--- config.mk ---
export PLATFORM = sky130hd
export DESIGN_NAME = dmux4way_dispatcher_flat
export DESIGN_NICKNAME = d
export VERILOG_FILES = /design/src/rtl/dmux4way_dispatcher_if.sv /design/src/rtl/dmux4way_dispatcher.sv /design/src/flat_wrapper.sv
export SDC_FILE = /design/constraint.sdc
export NUM_CORES = 1
export LEC_CHECK = 0
export CAP_MARGIN = 20
export CORE_ASPECT_RATIO = 1.2
export CORE_MARGIN = 1
export CORE_UTILIZATION = 50
export DETAILED_ROUTE_END_ITERATION = 7
export DONT_BUFFER_PORTS = 1
export PLACE_DENSITY = 0.7
export SETUP_SLACK_MARGIN = 0.15
export SLEW_MARGIN = 40
export SYNTH_ARGS = -nofsm -noshare
export SYNTH_HDL_FRONTEND = slang
export SYNTH_SLANG_ARGS = --single-unit
--- constraint.sdc ---
create_clock -name clk -period 4.15 [get_ports clk]
set_input_delay 0.83 -clock clk [delete_from_list [all_inputs] [get_ports clk]]
set_output_delay 0.83 -clock clk [all_outputs]
set_load 0.05 [all_outputs]
--- src/rtl/dmux4way_dispatcher_if.sv ---
// Producer/consumer bus of the 4-way demux dispatcher.
// The dispatcher uses the slave view; the producer/consumer side uses the master view.
interface dmux4way_dispatcher_if #(
    parameter int unsigned WIDTH = 16
);
    logic             in_valid;
    logic             in_ready;
    logic [WIDTH-1:0] in_data;
    logic [3:0]       out_valid;
    logic [3:0]       out_ready;
    logic [WIDTH-1:0] out_data;
    logic [1:0]       sel;
    logic             busy;

    modport slave (
        input  in_valid, in_data, out_ready,
        output in_ready, out_valid, out_data, sel, busy
    );

    modport master (
        output in_valid, in_data, out_ready,
        input  in_ready, out_valid, out_data, sel, busy
    );
endinterface

--- src/rtl/dmux4way_dispatcher.sv ---
// Round-robin sequencer for the 4-way demux datapath.
// A one-word output register holds the word and its channel select.
// Each channel gets at most BURST consecutive words before the grant rotates.
module dmux4way_dispatcher #(
    parameter int unsigned WIDTH = 16,
    parameter int unsigned BURST = 4
) (
    input  logic                        clk,
    input  logic                        reset_n,
    input  logic [3:0]                  ch_en,
    dmux4way_dispatcher_if.slave        bus
);
    localparam int unsigned       CNT_W     = $clog2(BURST + 1);
    localparam logic [CNT_W-1:0]  BURST_CNT = CNT_W'(BURST);
    localparam logic [CNT_W-1:0]  ONE_CNT   = CNT_W'(1);

    typedef enum logic {
        EMPTY = 1'b0,
        FULL  = 1'b1
    } state_t;

    state_t           state_q, state_d;
    logic [WIDTH-1:0] data_q, data_d;
    logic [1:0]       sel_q, sel_d;
    logic [1:0]       last_q, last_d;
    logic [CNT_W-1:0] beat_q, beat_d;
    logic [3:0]       ovalid_q, ovalid_d;

    logic             drain_c;
    logic             accept_c;
    logic             in_ready_c;
    logic [1:0]       nxt_c;
    logic [CNT_W-1:0] nxt_beat_c;
    logic [1:0]       cand_c;
    logic             found_c;

    // Handshake decode: a drain frees the register for a same-cycle reload.
    always_comb begin
        drain_c    = (state_q == FULL) && bus.out_ready[sel_q];
        in_ready_c = reset_n && (|ch_en) && ((state_q == EMPTY) || drain_c);
        accept_c   = bus.in_valid && in_ready_c;
    end

    // Channel choice; beat_q==0 means no burst is open (after reset), so the scan starts at last+1.
    always_comb begin
        nxt_c      = last_q;
        nxt_beat_c = ONE_CNT;
        cand_c     = 2'd0;
        found_c    = 1'b0;
        if (ch_en[last_q] && (beat_q != '0) && (beat_q < BURST_CNT)) begin
            nxt_c      = last_q;
            nxt_beat_c = beat_q + ONE_CNT;
        end else begin
            for (int k = 1; k <= 4; k++) begin
                cand_c = last_q + 2'(k);
                if (!found_c && ch_en[cand_c]) begin
                    nxt_c   = cand_c;
                    found_c = 1'b1;
                end
            end
        end
    end

    // Next-state and register loads for the EMPTY/FULL output buffer.
    always_comb begin
        state_d  = state_q;
        data_d   = data_q;
        sel_d    = sel_q;
        last_d   = last_q;
        beat_d   = beat_q;
        ovalid_d = ovalid_q;

        case (state_q)
            EMPTY: begin
                if (accept_c) begin
                    state_d = FULL;
                end
            end
            FULL: begin
                if (accept_c) begin
                    state_d = FULL;
                end else if (drain_c) begin
                    state_d  = EMPTY;
                    ovalid_d = 4'b0000;
                end
            end
        endcase

        if (accept_c) begin
            data_d   = bus.in_data;
            sel_d    = nxt_c;
            last_d   = nxt_c;
            beat_d   = nxt_beat_c;
            ovalid_d = 4'b0001 << nxt_c;
        end
    end

    // State and datapath registers with synchronous active-low reset.
    always_ff @(posedge clk) begin
        if (!reset_n) begin
            state_q  <= EMPTY;
            data_q   <= '0;
            sel_q    <= 2'd0;
            last_q   <= 2'd3;
            beat_q   <= '0;
            ovalid_q <= 4'b0000;
        end else begin
            state_q  <= state_d;
            data_q   <= data_d;
            sel_q    <= sel_d;
            last_q   <= last_d;
            beat_q   <= beat_d;
            ovalid_q <= ovalid_d;
        end
    end

    // Output drive: in_ready is the only combinational output.
    always_comb begin
        bus.in_ready  = in_ready_c;
        bus.out_valid = ovalid_q;
        bus.out_data  = data_q;
        bus.sel       = sel_q;
        bus.busy      = (state_q == FULL);
    end
endmodule
--- src/flat_wrapper.sv ---
// flat-port wrapper written by rule: the top's interface ports become plain ports
module dmux4way_dispatcher_flat 
#(
    parameter int unsigned WIDTH = 16,
    parameter int unsigned BURST = 4
)
  (clk, reset_n, ch_en, bus_in_valid, bus_in_data, bus_out_ready, bus_in_ready, bus_out_valid, bus_out_data, bus_sel, bus_busy);
  dmux4way_dispatcher_if #(.WIDTH(WIDTH)) bus_i ();
  input  logic clk;
  input  logic reset_n;
  input  logic [3:0] ch_en;
  input wire logic [$bits(bus_i.in_valid)-1:0] bus_in_valid;
  input wire logic [$bits(bus_i.in_data)-1:0] bus_in_data;
  input wire logic [$bits(bus_i.out_ready)-1:0] bus_out_ready;
  output wire logic [$bits(bus_i.in_ready)-1:0] bus_in_ready;
  output wire logic [$bits(bus_i.out_valid)-1:0] bus_out_valid;
  output wire logic [$bits(bus_i.out_data)-1:0] bus_out_data;
  output wire logic [$bits(bus_i.sel)-1:0] bus_sel;
  output wire logic [$bits(bus_i.busy)-1:0] bus_busy;
  assign bus_i.in_valid = bus_in_valid;
  assign bus_i.in_data = bus_in_data;
  assign bus_i.out_ready = bus_out_ready;
  assign bus_in_ready = bus_i.in_ready;
  assign bus_out_valid = bus_i.out_valid;
  assign bus_out_data = bus_i.out_data;
  assign bus_sel = bus_i.sel;
  assign bus_busy = bus_i.busy;
  dmux4way_dispatcher #(.WIDTH(WIDTH), .BURST(BURST)) u_core (.clk(clk), .reset_n(reset_n), .ch_en(ch_en), .bus(bus_i));
endmodule
; After elaboration in Yosys (flattened, before gate mapping)
; Index checks and enable logic that the tools add are counted.
[op_classes]
n_addsub = 4
n_lt_le_gt_ge = 6
shifts = 1
n_mux = 29
bitwise = 1
n_reduce_logical = 18
[op_table]
columns = operator, count
row1 = "< comparator 2 x 3 -> 1 bit, second input constant", 5
row2 = two-way mux 1 bit, 14
row3 = two-way mux 4 bit, 3
row4 = binary-select mux 1 bit (select 2 bit), 5
row5 = two-way mux 2 bit, 5
row6 = logical AND 1 bit, 9
row7 = "adder 2 bit, second input constant", 2
row8 = nonzero test 2 bit, 2
row9 = OR reduction 4 bit, 1
row10 = "<< shifter 1 x 2 -> 4 bit, first input constant", 1
row11 = "adder 3 x 1 -> 3 bit, second input constant", 1
row12 = zero test 1 bit, 3
row13 = "< comparator 3 bit, second input constant", 1
row14 = two-way mux 3 bit, 1
row15 = nonzero test 3 bit, 1
row16 = "adder 2 x 1 -> 2 bit, second input constant", 1
row17 = one-hot mux 1 bit (2 select lines), 1
row18 = AND reduction 2 bit, 1
row19 = logical OR 1 bit, 1
row20 = inverter 1 bit, 1
[word_totals]
ff_bits = 28
elab_cells = 65

; Logic depth before layout (Yosys ltp)
[logic_depth]
word_depth = 19
ltp_mapped = 7
mapped_depth_nobuf = 7

; Worst setup path after synthesis
; No wires, ideal clock.
[synth_timing]
path_type = input to output
start = input reset_n
end = output bus_in_ready
t_arrival_ps = 1859
t_required_ps = 3320
path_slack_ps = 1461
path_stages = 3
cell_sequence = clkbuf_1 -> o41ai_1 -> nor2_1
[synth_between]
elab_chain_len = 2
[synth_lines]
columns = element, line
row1 = start: declaration, flat_wrapper.sv:10  ; input logic reset_n;
row2 = logical AND 1 bit (2 in series), dmux4way_dispatcher.sv:40  ; in_ready_c = reset_n && (|ch_en) && ((state_q == EMPTY) || drain_c);
row3 = end: declaration, flat_wrapper.sv:15  ; output wire logic [$bits(bus_i.in_ready)-1:0] bus_in_ready;
; No other way between the ends.

; Final worst setup path
[layout_timing]
start = register u_core.sel_q[0] (netlist: u_core.bus.sel[0])
end = output bus_in_ready
[layout_between]
elab_chain_len = 5
[layout_lines]
columns = element, line
row1 = start: declaration, dmux4way_dispatcher.sv:24  ; logic [1:0] sel_q, sel_d;
row2 = start signal: assignment, dmux4way_dispatcher.sv:110  ; sel_q <= sel_d;
row3 = binary-select mux 1 bit (select 2 bit), dmux4way_dispatcher.sv:39  ; drain_c = (state_q == FULL) && bus.out_ready[sel_q];
row4 = two-way mux 1 bit (implied by the code), dmux4way_dispatcher.sv:39
row5 = logical AND 1 bit, dmux4way_dispatcher.sv:39
row6 = logical OR 1 bit, dmux4way_dispatcher.sv:40
row7 = logical AND 1 bit, dmux4way_dispatcher.sv:40
; No other way between the ends. The select of a mux whose other input is x is not followed.

==> impl_metrics.py <==
metrics = {
    "final_layout": {
        "drive_gt1_share_pct": 9.211,
        "area_growth_syn_to_layout_pct": 4.055,
        "nets": 182,
        "multi_input_area_sq_um": 733.2,
        "fillCellCount": 248,
        "regArea_sq_um": 560.5,
        "final_cells": 185,
        "antenna_cells": 0,
    },
    "sta": {
        "finalClockSkew_ps": 3.058,
        "rsz0062_at_grt": "no",
        "period_share_pct": 72.48,
        "relSlewSlack_pct": 53.45,
        "finalSetupTns_ps": 0,
        "hold_violations": 0,
        "worst_pin_slew_ps": 689.3,
        "drv_slew": 0,
        "min_period_ps": 3008,
        "fmax_ghz": 0.3325,
        "setup_viol": 0,
    },
    "cts": {
        "clk_latency_ps": 330,
        "path_clk_slew_ps": 140,
        "cts_root_buf": "clkbuf_4",
        "cts_buffers": 3,
        "tritoncts": "yes",
        "cts_hold_buf": 0,
        "clockBufferDepth": 2,
        "htreeDepth": 1,
        "cts_sinks": 28,
        "cts_setup_buffers": 0,
        "cts_resized": 0,
    },
    "setup_path": {
        "critPathRequiredTime_ps": 3320,
        "startpoint_type": "flip-flop",
        "reg2reg_depth": 6,
        "worst-r2r-setup-slack_ps": 1720,
        "cp_max_fo": 5,
        "path_class": "reg -> out",
        "r2r_start": "u_core.bus.sel[0]$_SDFFE_PN0P_",
        "crit_arrival_ps": 2180,
        "reg2reg_to": "u_core.last_q[0]$_SDFFE_PN1P_",
        "worst_setup_path_end_kind": "primary output",
    },
    "logic_synthesis": {
        "yosysTopAreaCellShare_pct": 41.29,
        "synthArstFlopShare_pct": 0,
        "synth.most_common_cell": "nand2_1",
        "ys_dominant_reg_cell": "dfxtp_1",
        "ys_seq_area_share_pct": 41.29,
        "syn-instance-count": 159,
        "ys_types": 38,
        "ys_ff_latch": 28,
        "synth_edf_count": 0,
        "synth_area_leaders": "dfxtp_1 41%, nand2_1 9.1%, a21boi_0 4.4%, a21boi_1 4.4%, mux4_2 3.3%",
        "yosysWarnings": 0,
        "yosysTopAreaCell": "dfxtp_1",
        "netlist_area_sq_um": 1358,
        "syn_nets": 188,
        "synth_area_per_cell_sq_um": 8.538,
        "synth_commonest_cells": "33 x nand2_1, 28 x dfxtp_1, 9 x clkbuf_1, 9 x inv_1",
    },
    "routing": {
        "routedWlPerCell_um": 14.50,
        "drt_iter0_markers": 29,
        "dr.pass1.iters": 4,
        "drc": 0,
        "vias": 1055,
        "via_per_inst": 5.703,
        "antenna_left": 0,
        "wl_um": 2683,
    },
    "min_path": {
        "hold_class": "reg -> reg",
        "min_path_cells": 1,
        "hold_start": "u_core.beat_q[0]$_SDFFE_PN0P_",
        "whs_endpoint": "u_core.beat_q[0]$_SDFFE_PN0P_",
    },
    "placement": {
        "io_buffers": 0,
        "dp_hpwl_um": 1993,
        "placedCellCount": 181,
        "routabilityCongestion": 0.7524,
    },
    "outcome": {
        "status": "completed",
    },
    "global_route": {
        "grt_pass1_vias": 1018,
        "grt_pass1_wl_um": 4360,
        "grt_util_all_layers_pct": 19.50,
        "grt_overflow_total": 0,
        "grt_max_degree": 29,
        "antenna_found_initial": 0,
    },
    "floorplan": {
        "ioPinCount": 51,
        "die-area_sq_um": 2928,
        "dieHeight_um": 59.08,
        "initial_utilization_pct": 53.19,
        "coreArea_sq_um": 2552,
        "die_w_um": 49.57,
        "fp-row-count": 20,
    },
    "power_and_ir_drop": {
        "power.leakage_uw": 0.0005035,
        "vdd_drop_max_mv": 0.3203,
        "powerDensity_nw_per_um2": 393.8,
        "finalPower_uw": 556.3,
    },
    "run": {
        "drv_cap": 0,
    },
}
placed cells by master, fill, tap and decap left out, drive strengths merged, types with 3 or more instances in the layout:
| cell type | Yosys | final |
|---|---|---|
| nand2 | 33 | 33 |
| dfxtp | 28 | 28 |
| a21boi | 16 | 16 |
| inv | 9 | 9 |
| o21ai | 7 | 7 |
| a21oi | 6 | 6 |
| nor2 | 6 | 6 |
| nor2b | 4 | 4 |
| clkbuf | 10 | 4 |
| nand2b | 3 | 3 |
| a32o | 3 | 3 |
through the flow:
step | utilization, % | area (sq um) | hold slack (ps) | setup slack [ps]
2_1_floorplan | - | 1358 | 447.3 | 1461
3_3_place_gp | 53.38 | 1363 | 470.2 | 1422
3_5_place_dp | 53.92 | 1376 | 482.5 | 1471
4_1_cts | 55.34 | 1413 | 505.8 | 1123
5_1_grt | 55.34 | 1413 | 547.6 | 1053
6_report | 55.34 | 1413 | 509.3 | 1142
state kept, by name, summed over array words and instances, names as in the netlist:
name / flops
u_core.bus.out_data: 16
u_core.bus.out_valid: 4
u_core.beat_q: 3
u_core.bus.sel: 2
u_core.last_q: 2
u_core.bus.busy: 1
per-layer routing:
metal | global-route usage [%] | vias to the layer above | part of all wire [%]
li1 | - | 537 | -
met1 | 21.47 | 483 | 39
met2 | 35.52 | 31 | 54
met3 | 4.615 | 4 | 6.3
met4 | 8.571 | 0 | 1.3
met5 | 0 | - | 0
cell type report:
| cell class | count | share of cell area, % |
|---|---|---|
| multi-input combinational | 110 | 51.90 |
| inverter | 9 | 2.392 |
| tap | 33 | 2.923 |
| sequential | 28 | 39.68 |
| clock buffer | 4 | 2.569 |
| timing repair buffer | 1 | 0.5314 |
worst max path at each step:
stage	from	to
after floorplan	reset_n	bus_in_ready
after global placement	bus_out_ready[1]	bus_in_ready
after detailed placement	bus_out_ready[3]	bus_in_ready
after CTS	u_core.bus.sel[0]$_SDFFE_PN0P_	bus_in_ready
after global routing	u_core.bus.sel[0]$_SDFFE_PN0P_	bus_in_ready
final	u_core.bus.sel[0]$_SDFFE_PN0P_	bus_in_ready
power by group:
group | total (uW) | switching [uW] | leakage, uW | internal [uW]
sequential | 348 | 62.8 | 0.000229 | 285
combinational | 76.6 | 42.2 | 0.000254 | 34.5
clock | 132 | 78.2 | 0.0000210 | 53.8
kinds of logic (layout without fill, tap and decap cells):
family / after synthesis / count (layout) / share of synthesized area [%]
buffers and inverters: 21 / 14 / 6.543
adders and majority gates: 2 / 2 / 1.843
muxes: 2 / 2 / 3.318
DFF: 28 / 28 / 41.29
AOI/OAI and AO/OA: 46 / 46 / 25.53
and+or+nand+nor: 58 / 58 / 20.18
xor gates and xnor gates: 2 / 2 / 1.291
critical path: stages, from the launching register on:
cell     delay, ps
dfxtp_1        710
mux4_2         630
nor2_1         300
nor2_2         210
Power figures use the tool's default switching activity.
